$ cat src/rtl/uart_pkg.sv
// Shared UART constants, used by uart_rx and by the receive FIFO.
//   UART_DATA_W     : width of a received byte
//   UART_FIFO_DEPTH : default number of entries in the receive FIFO
package uart_pkg;
    localparam int UART_DATA_W     = 8;
    localparam int UART_FIFO_DEPTH = 16;
endpackage

$ cat src/rtl/uart_fifo_mem.sv
// Storage for the UART receive FIFO: DEPTH x DATA_W register array.
// There is one synchronous write port and one asynchronous read port.
// Storage is never reset, and readers must qualify rdata with their own valid.
//   clk   : system clock
//   we    : write enable
//   waddr : write address
//   wdata : write data
//   raddr : read address
//   rdata : combinational read of mem[raddr]
module uart_fifo_mem #(
    parameter int DEPTH  = 16,
    parameter int DATA_W = 8,
    parameter int AW     = $clog2(DEPTH)
) (
    input  logic              clk,
    input  logic              we,
    input  logic [AW-1:0]     waddr,
    input  logic [DATA_W-1:0] wdata,
    input  logic [AW-1:0]     raddr,
    output logic [DATA_W-1:0] rdata
);
    logic [DATA_W-1:0] mem_q [DEPTH];

    always_ff @(posedge clk) begin
        if (we) mem_q[waddr] <= wdata;
    end

    assign rdata = mem_q[raddr];
endmodule

$ cat src/rtl/uart_rx_fifo.sv
// Byte buffer behind the UART receiver.
// Each in_valid strobe pushes in_data into a DEPTH-entry FIFO. The consumer
// reads through a first-word-fall-through valid/ready port. A byte that
// arrives while the FIFO is full, with no pop in the same cycle, is dropped,
// and the sticky overrun flag is set.
//   clk, rst_n        : clock, async active-low reset
//   in_data, in_valid : received byte and 1-cycle push strobe
//   out_data          : head byte, meaningful while out_valid
//   out_valid         : FIFO not empty
//   out_ready         : consumer takes the head byte
//   count             : occupancy 0..DEPTH
//   full              : count == DEPTH
//   overrun           : sticky drop flag
//   overrun_clr       : clears overrun; a same-cycle drop wins over the clear
module uart_rx_fifo
    import uart_pkg::*;
#(
    parameter int DEPTH  = UART_FIFO_DEPTH,
    parameter int DATA_W = UART_DATA_W
) (
    input  logic                     clk,
    input  logic                     rst_n,
    input  logic [DATA_W-1:0]        in_data,
    input  logic                     in_valid,
    output logic [DATA_W-1:0]        out_data,
    output logic                     out_valid,
    input  logic                     out_ready,
    output logic [$clog2(DEPTH):0]   count,
    output logic                     full,
    output logic                     overrun,
    input  logic                     overrun_clr
);
    localparam int AW = $clog2(DEPTH);
    localparam int CW = AW + 1;

    logic [AW-1:0] wr_ptr_q, wr_ptr_d;
    logic [AW-1:0] rd_ptr_q, rd_ptr_d;
    logic [CW-1:0] count_q, count_d;
    logic          overrun_q, overrun_d;
    logic          push, pop, drop;

    // All flags come from registered count only, so in_valid has no
    // combinational path to out_valid or full.
    assign out_valid = (count_q != '0);
    assign full      = (count_q == CW'(DEPTH));
    assign count     = count_q;
    assign overrun   = overrun_q;

    assign pop  = out_valid & out_ready;
    // When full, a push is accepted only because the pop frees a slot this cycle.
    assign push = in_valid & (~full | pop);
    assign drop = in_valid & full & ~pop;

    always_comb begin
        wr_ptr_d  = wr_ptr_q;
        rd_ptr_d  = rd_ptr_q;
        count_d   = count_q;
        overrun_d = overrun_q;
        // Pointers wrap naturally because DEPTH is a power of two.
        if (push) wr_ptr_d = wr_ptr_q + AW'(1);
        if (pop)  rd_ptr_d = rd_ptr_q + AW'(1);
        if (push && !pop)      count_d = count_q + CW'(1);
        else if (pop && !push) count_d = count_q - CW'(1);
        if (overrun_clr) overrun_d = 1'b0;
        if (drop)        overrun_d = 1'b1;
    end

    always_ff @(posedge clk or negedge rst_n) begin
        if (!rst_n) begin
            wr_ptr_q  <= '0;
            rd_ptr_q  <= '0;
            count_q   <= '0;
            overrun_q <= 1'b0;
        end else begin
            wr_ptr_q  <= wr_ptr_d;
            rd_ptr_q  <= rd_ptr_d;
            count_q   <= count_d;
            overrun_q <= overrun_d;
        end
    end

    uart_fifo_mem #(
        .DEPTH  (DEPTH),
        .DATA_W (DATA_W)
    ) u_mem (
        .clk   (clk),
        .we    (push),
        .waddr (wr_ptr_q),
        .wdata (in_data),
        .raddr (rd_ptr_q),
        .rdata (out_data)
    );
endmodule
$ cat config.mk
export PLATFORM = sky130hd
export DESIGN_NAME = uart_rx_fifo
export DESIGN_NICKNAME = d
export VERILOG_FILES = /design/src/rtl/uart_pkg.sv /design/src/rtl/uart_fifo_mem.sv /design/src/rtl/uart_rx_fifo.sv
export SDC_FILE = /design/constraint.sdc
export NUM_CORES = 1
export LEC_CHECK = 0
export BUFFER_PORTS_ARGS = -buffer_cell sky130_fd_sc_hd__buf_2
export CAP_MARGIN = 5
export CORE_AREA = 10 10 132 134
export CTS_CLUSTER_DIAMETER = 40
export DETAILED_ROUTE_END_ITERATION = 12
export DIE_AREA = 0 0 142 144
export SKIP_CTS_REPAIR_TIMING = 1
export SYNTH_ARGS = -nofsm -noshare
export SYNTH_HDL_FRONTEND = slang
export SYNTH_SLANG_ARGS = --single-unit
$ cat constraint.sdc
create_clock -name clk -period 3.2 [get_ports clk]
set_clock_uncertainty 0.05 [all_clocks]
set_input_delay 0 -clock clk [delete_from_list [all_inputs] [get_ports clk]]
set_output_delay 0 -clock clk [all_outputs]
set_load 0.005 [all_outputs]
# --- After elaboration in Yosys (flattened, before gate mapping) ---
# Memory sizes are Yosys's and may differ from the RTL's.
# Cells that the tools add are included.
# W data, S select, Z words.
classes:
  addsub: 4
  eq_ne: 1
  mux: 6
  n_bitwise: 7
  n_reduce_logical: 7
ops:
  columns: ["cell", "n"]
  rows:
  - ["$mux W5", 2]
  - ["$add A4 B1 Y4 const B", 2]
  - ["$add A5 B1 Y5 const B", 1]
  - ["$eq A5 B5 Y1 const B", 1]
  - ["$reduce_bool A5 Y1", 1]
  - ["$sub A5 B1 Y5 const B", 1]
  - ["$and A1 B1 Y1", 4]
  - ["$mux W1", 4]
  - ["$reduce_bool A2 Y1", 2]
  - ["$logic_and A1 B1 Y1", 2]
  - ["$logic_not A1 Y1", 2]
  - ["$not A1 Y1", 2]
  - ["$or A1 B1 Y1", 1]
totals:
  regBits: 14
  ramBits: 128
  inputBits: 13
  output_inout_bits: 16
  elab_cells: 30
  mem_count: 1
memory_table:
  columns: ["name", "depth", "word_bits", "read_ports", "rd_ports_with_merged_regs", "write_ports", "line_no", "text"]
  rows:
  - ["u_mem.mem_q", 16, 8, 1, 0, 1, "uart_fifo_mem.sv:22", "logic [DATA_W-1:0] mem_q [DEPTH];"]

# --- Longest topological paths before layout ---
depth:
  ltp_word: 8
  ltp_mapped: 10

# --- By module ---
# From an unflattened synthesis, not the netlist that was laid out.
hier_totals:
  cells_unflattened: 281
  hier_area_um2: 5743.0
modules_own_cells:
  columns: ["module", "n_inst", "cells_per_inst", "area_per_inst_um2", "seq_area_each_um2"]
  rows:
  - ["uart_fifo_mem", 1, 221, 4987.3, 3843.7]
  - ["uart_rx_fifo", 1, 60, 755.7, 350.3]

# --- Worst setup path before layout ---
# OpenSTA, ideal clock, no wires.
synth_timing:
  path_type: "reg2reg"
  from: "register count_q[0], in the netlist count[0]"
  to: "register count_q[4], in the netlist count[4]"
  arrival_time_ns: 2.426
  t_required_ns: 3.070
  path_slack_ns: 0.644
  path_stages_with_launch: 11
  n_path_buf: 0
  period_less_slack_ns: 2.556
  cell_sequence: "dfrtp_1 nor4_4 nand2b_1 nand2_1 ha_1 inv_1 fa_1 a21o_1 a21oi_1 mux2i_1 xnor2_1"
synth_via:
  elab_chain_cells: 7
synth_lines:
  columns: ["item", "line_no", "text"]
  rows:
  - ["from (decl)", "uart_rx_fifo.sv:38", "logic [CW-1:0] count_q, count_d;"]
  - ["from (signal assigned)", "uart_rx_fifo.sv:77", "count_q <= count_d;"]
  - ["$reduce_bool A5 Y1 (*)", "uart_rx_fifo.sv:44", "assign out_valid = (count_q != '0);"]
  - ["via out_valid", "uart_rx_fifo.sv:26", "output logic out_valid,"]
  - ["$and A1 B1 Y1 (*)", "uart_rx_fifo.sv:49", "assign pop = out_valid & out_ready;"]
  - ["$or A1 B1 Y1", "uart_rx_fifo.sv:51", "assign push = in_valid & (~full | pop);"]
  - ["$and A1 B1 Y1", "uart_rx_fifo.sv:51", null]
  - ["$logic_not A1 Y1", "uart_rx_fifo.sv:63", "else if (pop && !push) count_d = count_q - CW'(1);"]
  - ["$logic_and A1 B1 Y1", "uart_rx_fifo.sv:63", null]
  - ["$reduce_bool A2 Y1 (no line)", null, null]
# Mark *: on every way through the listed nets, which the timed path passes. The rest lies on a longest branch. The select of a mux whose other input is x is not followed.
# A chain may end at the register's enable or synchronous reset.

# --- Worst setup path in the final report ---
layout_timing:
  from: "register count_q[0], in the netlist count[0]"
  to: "register count_q[4], in the netlist count[4]"
layout_via:
  elab_chain_cells: 7
layout_lines:
  columns: ["item", "line_no"]
  rows:
  - ["$reduce_bool A5 Y1 or $eq A5 B5 Y1 (tied branches)", "uart_rx_fifo.sv:44, uart_rx_fifo.sv:45"]
  - ["$and A1 B1 Y1 or $not A1 Y1 (tied branches)", "uart_rx_fifo.sv:49, uart_rx_fifo.sv:51"]
  - ["$or A1 B1 Y1", "uart_rx_fifo.sv:51"]
  - ["$and A1 B1 Y1", "uart_rx_fifo.sv:51"]
  - ["$logic_not A1 Y1", "uart_rx_fifo.sv:63"]
  - ["$logic_and A1 B1 Y1", "uart_rx_fifo.sv:63"]
  - ["$reduce_bool A2 Y1 (no line)", null]
# Several ways; a longest one is shown, not always the timed one. The select of a mux whose other input is x is not followed.

==> summary.md <==
| Metric | Value |
|---|---|
| Worst vdd ir | `423.1 µV` |
| Initial antenna violation count | `0` |
| Gr ovfl total | `0` |
| P per Cell Area | `921.9 mW/mm²` |
| HP Class | `input port to flop` |
| Initial DRC count | `174` |
| Starting density of the core | `0.3909` |
| Most frequent cell after synthesis | `edfxtp_1` |
| Worst EP required | `3.48 ns` |
| Slew @ Worst Pin | `~0.75 ns` |
| Gate Count Post-Synth | `324` |
| Core area | `0.01486 mm²` |
| Yosys cell types | `33` |
| Port Buffers | `28` |
| GRT met3 Usage | `0.02985` |
| Largest net degree at the start of global routing | `31` |
| DR WL/cell | `about 19 µm` |
| Crit path capture type | `flop` |
| Busiest grt layer | `met2` |
| Top-level I/O count | `29` |
| Peak Freq | `365.3 MHz` |
| Placer Congestion | `0.7492` |
| H-tree depth | `4` |
| YS warnings | `0` |
| TritonCTS clock tree | `done` |
| Post-DP HPWL | `7.403 mm` |
| Syn_area_per_cell | `17.93 µm²` |
| Clock Root Buffer | `clkbuf_16` |
| Slew margin rel. | `0.4981` |
| Final setup fails | `0` |
| Die width | `142 µm` |
| Layout area overhead | `19.60%` |
| Final Util | `0.4675` |
| Largest area contributor in the netlist | `edfxtp_1` |
| Post-synthesis sequential area ratio | `0.7218` |
| #FFs+latches synth | `142` |
| Post-synth top cells | `edfxtp_1, mux2i_1, nand2_1, mux4_2, a221oi_1` |
| EDFF count, synth | `roughly 130` |
| Hold Vio Cnt, Final | `0` |
| Rows | `45` |
| Synth Net Count | `~350` |
| Total track usage | `0.1161` |
| Clock transition at path regs | `0.06 ns` |
| RSZ-0062 raised after global routing | `no` |
| Multi-input logic area | `approximately 0.0015 mm²` |
| Vias in the first global route | `around 3,000` |
| Share of post-route cells with drive strength above 1 | `0.2449` |
| Critical path arrival | `3.02 ns` |
| Crit path max fanout | `5` |
| R2R depth | `10` |
| DRC | `0` |
| Area share of the largest cell type after synthesis | `0.6615` |
| Antenna diode count | `0` |
| Clock latency on the worst-skew pair | `a little over 0.4 ns` |
| Antenna Nets Post-Route | `0` |
| Wirelength, routed | `11.34 mm` |
| Grt met2 use | `0.1851` |
| Via count | `~3,000` |
| Setup TNS | `0 ns` |
| DRT Pass-1 Iters | `6` |
| Clock sink count | `approximately 140` |
| Fin crit share | `0.8554` |
| Setup crit start kind | `flop` |
| Async SR Flop Fraction | `0.09859` |
| Die ar. | `0.02045 mm²` |
| Die height | `~140 µm` |
| Layout filler cell count | `between 1,000 and 1,500` |
| Status | `completed` |
| FF/Latch Area | `around 0.0042 mm²` |
| Synth Cell Area | `0.005811 mm²` |
| Hold Path Depth | `4` |
| CTS buffer count | `17` |
| Buffer depth of the longest clock path | `2` |
| Via-to-Cell Ratio | `5.089` |
| Ranking of synthesized cells by area | `edfxtp_1, mux4_2, dfrtp_1` |
| Global-route wire length before repair | `between 15 and 20 mm` |
| Met1 track demand over resource | `0.1477` |
| Leak pwr | `2.491 nW` |
| Slew Limit Fails | `0` |
| Post-layout nets | `406` |
| WS Path Type | `flop to flop` |
| Main synth FF type | `edfxtp_1` |
| Crit path time final | `2.737 ns` |
| Maxcap violations | `0` |
[logic make-up after synthesis]
group / Yosys count / share of synthesized area
muxes: 51 / 0.1227
xor gates and xnor gates: 10 / 0.01507
DFF: 142 / 0.7218
AOI/OAI and AO/OA: 41 / 0.05297
buffers and inverters: 25 / 0.02799
adders and majority gates: 10 / 0.02283
and+or+nand+nor: 45 / 0.03661
[cells in the final DEF, fill, tap and decap left out, types with 4 or more instances in the layout]
master and instances:
mux4_2 16, nor2_1 14, a22oi_1 8, buf_4 15, clkbuf_16 17, xnor2_1 9
inv_6 4, ha_1 9, o21ai_0 10, inv_1 8, nor3_1 4, dlygate4sd3_1 13
dfrtp_1 13, buf_2 28, nand2_1 18, bufinv_16 4, a221oi_1 15, mux2i_1 33
edfxtp_1 128
[worst max-delay path, stage by stage (launching register included)]
cell and delay, ns:
dfrtp_1 0.47, nor4_4 0.37, nand2b_1 0.16, nand2_1 0.16, ha_1 0.19, inv_1 0.11
fa_1 0.41, a21o_1 0.20, a21oi_1 0.18, mux2i_1 0.23, xnor2_1 0.13
[layer usage]
layer	routed length (µm)	vias up	share of wire
li1	-	1398	-
met1	5162	1520	0.46
met5	0	-	0
met3	377	11	0.033
met4	88	0	0.0078
met2	5707	43	0.50
[state kept, by name, summed over array words and instances (netlist names)]
register	count
u_mem.mem_q	128
count	5
rd_ptr_q	4
wr_ptr_q	4
overrun	1
[metrics by stage]
step	setup WS (ns)	instance area, µm²	hold WS, ns	total power, mW	instances
final	0.4628	6949	0.02502	6.406	584
after global routing	0.2646	6949	0.04734	6.757	584
after CTS	0.4459	6819	-0.5787	6.478	571
after detailed placement	0.4750	6187	-0.1357	4.401	539
after global placement	0.5462	6187	-0.1352	4.369	539
after floorplan	0.6439	5811	-0.3456	3.833	324
[power breakdown]
| part | total (mW) | switching [mW] | leakage, nW | internal (mW) |
|---|---|---|---|---|
| Sequential | 2.50 | 0.222 | 1.32 | 2.28 |
| Clock | 2.07 | 0.755 | 0.302 | 1.32 |
| Combinational | 1.84 | 0.994 | 0.866 | 0.842 |
[cell type report]
type,count,area share
sequential,142,0.6037
multi-input combinational,157,0.2092
clock buffer,17,0.06122
timing repair buffer,57,0.05798
tap,188,0.03385
clock inverter,15,0.02971
inverter,8,0.004321
[worst paths after layout]
kind	start	end	slack [ns]
min reg2reg	count[4]	count[4]	0.50
min in group asynchronous	rst_n	count[0]	0.62
max in group asynchronous	rst_n	rd_ptr_q[0]	2.05
max	count[0]	count[4]	0.46
min	in_valid	wr_ptr_q[0]	0.03
max reg2reg	count[0]	count[4]	0.46
Power figures use the tool's default switching activity.
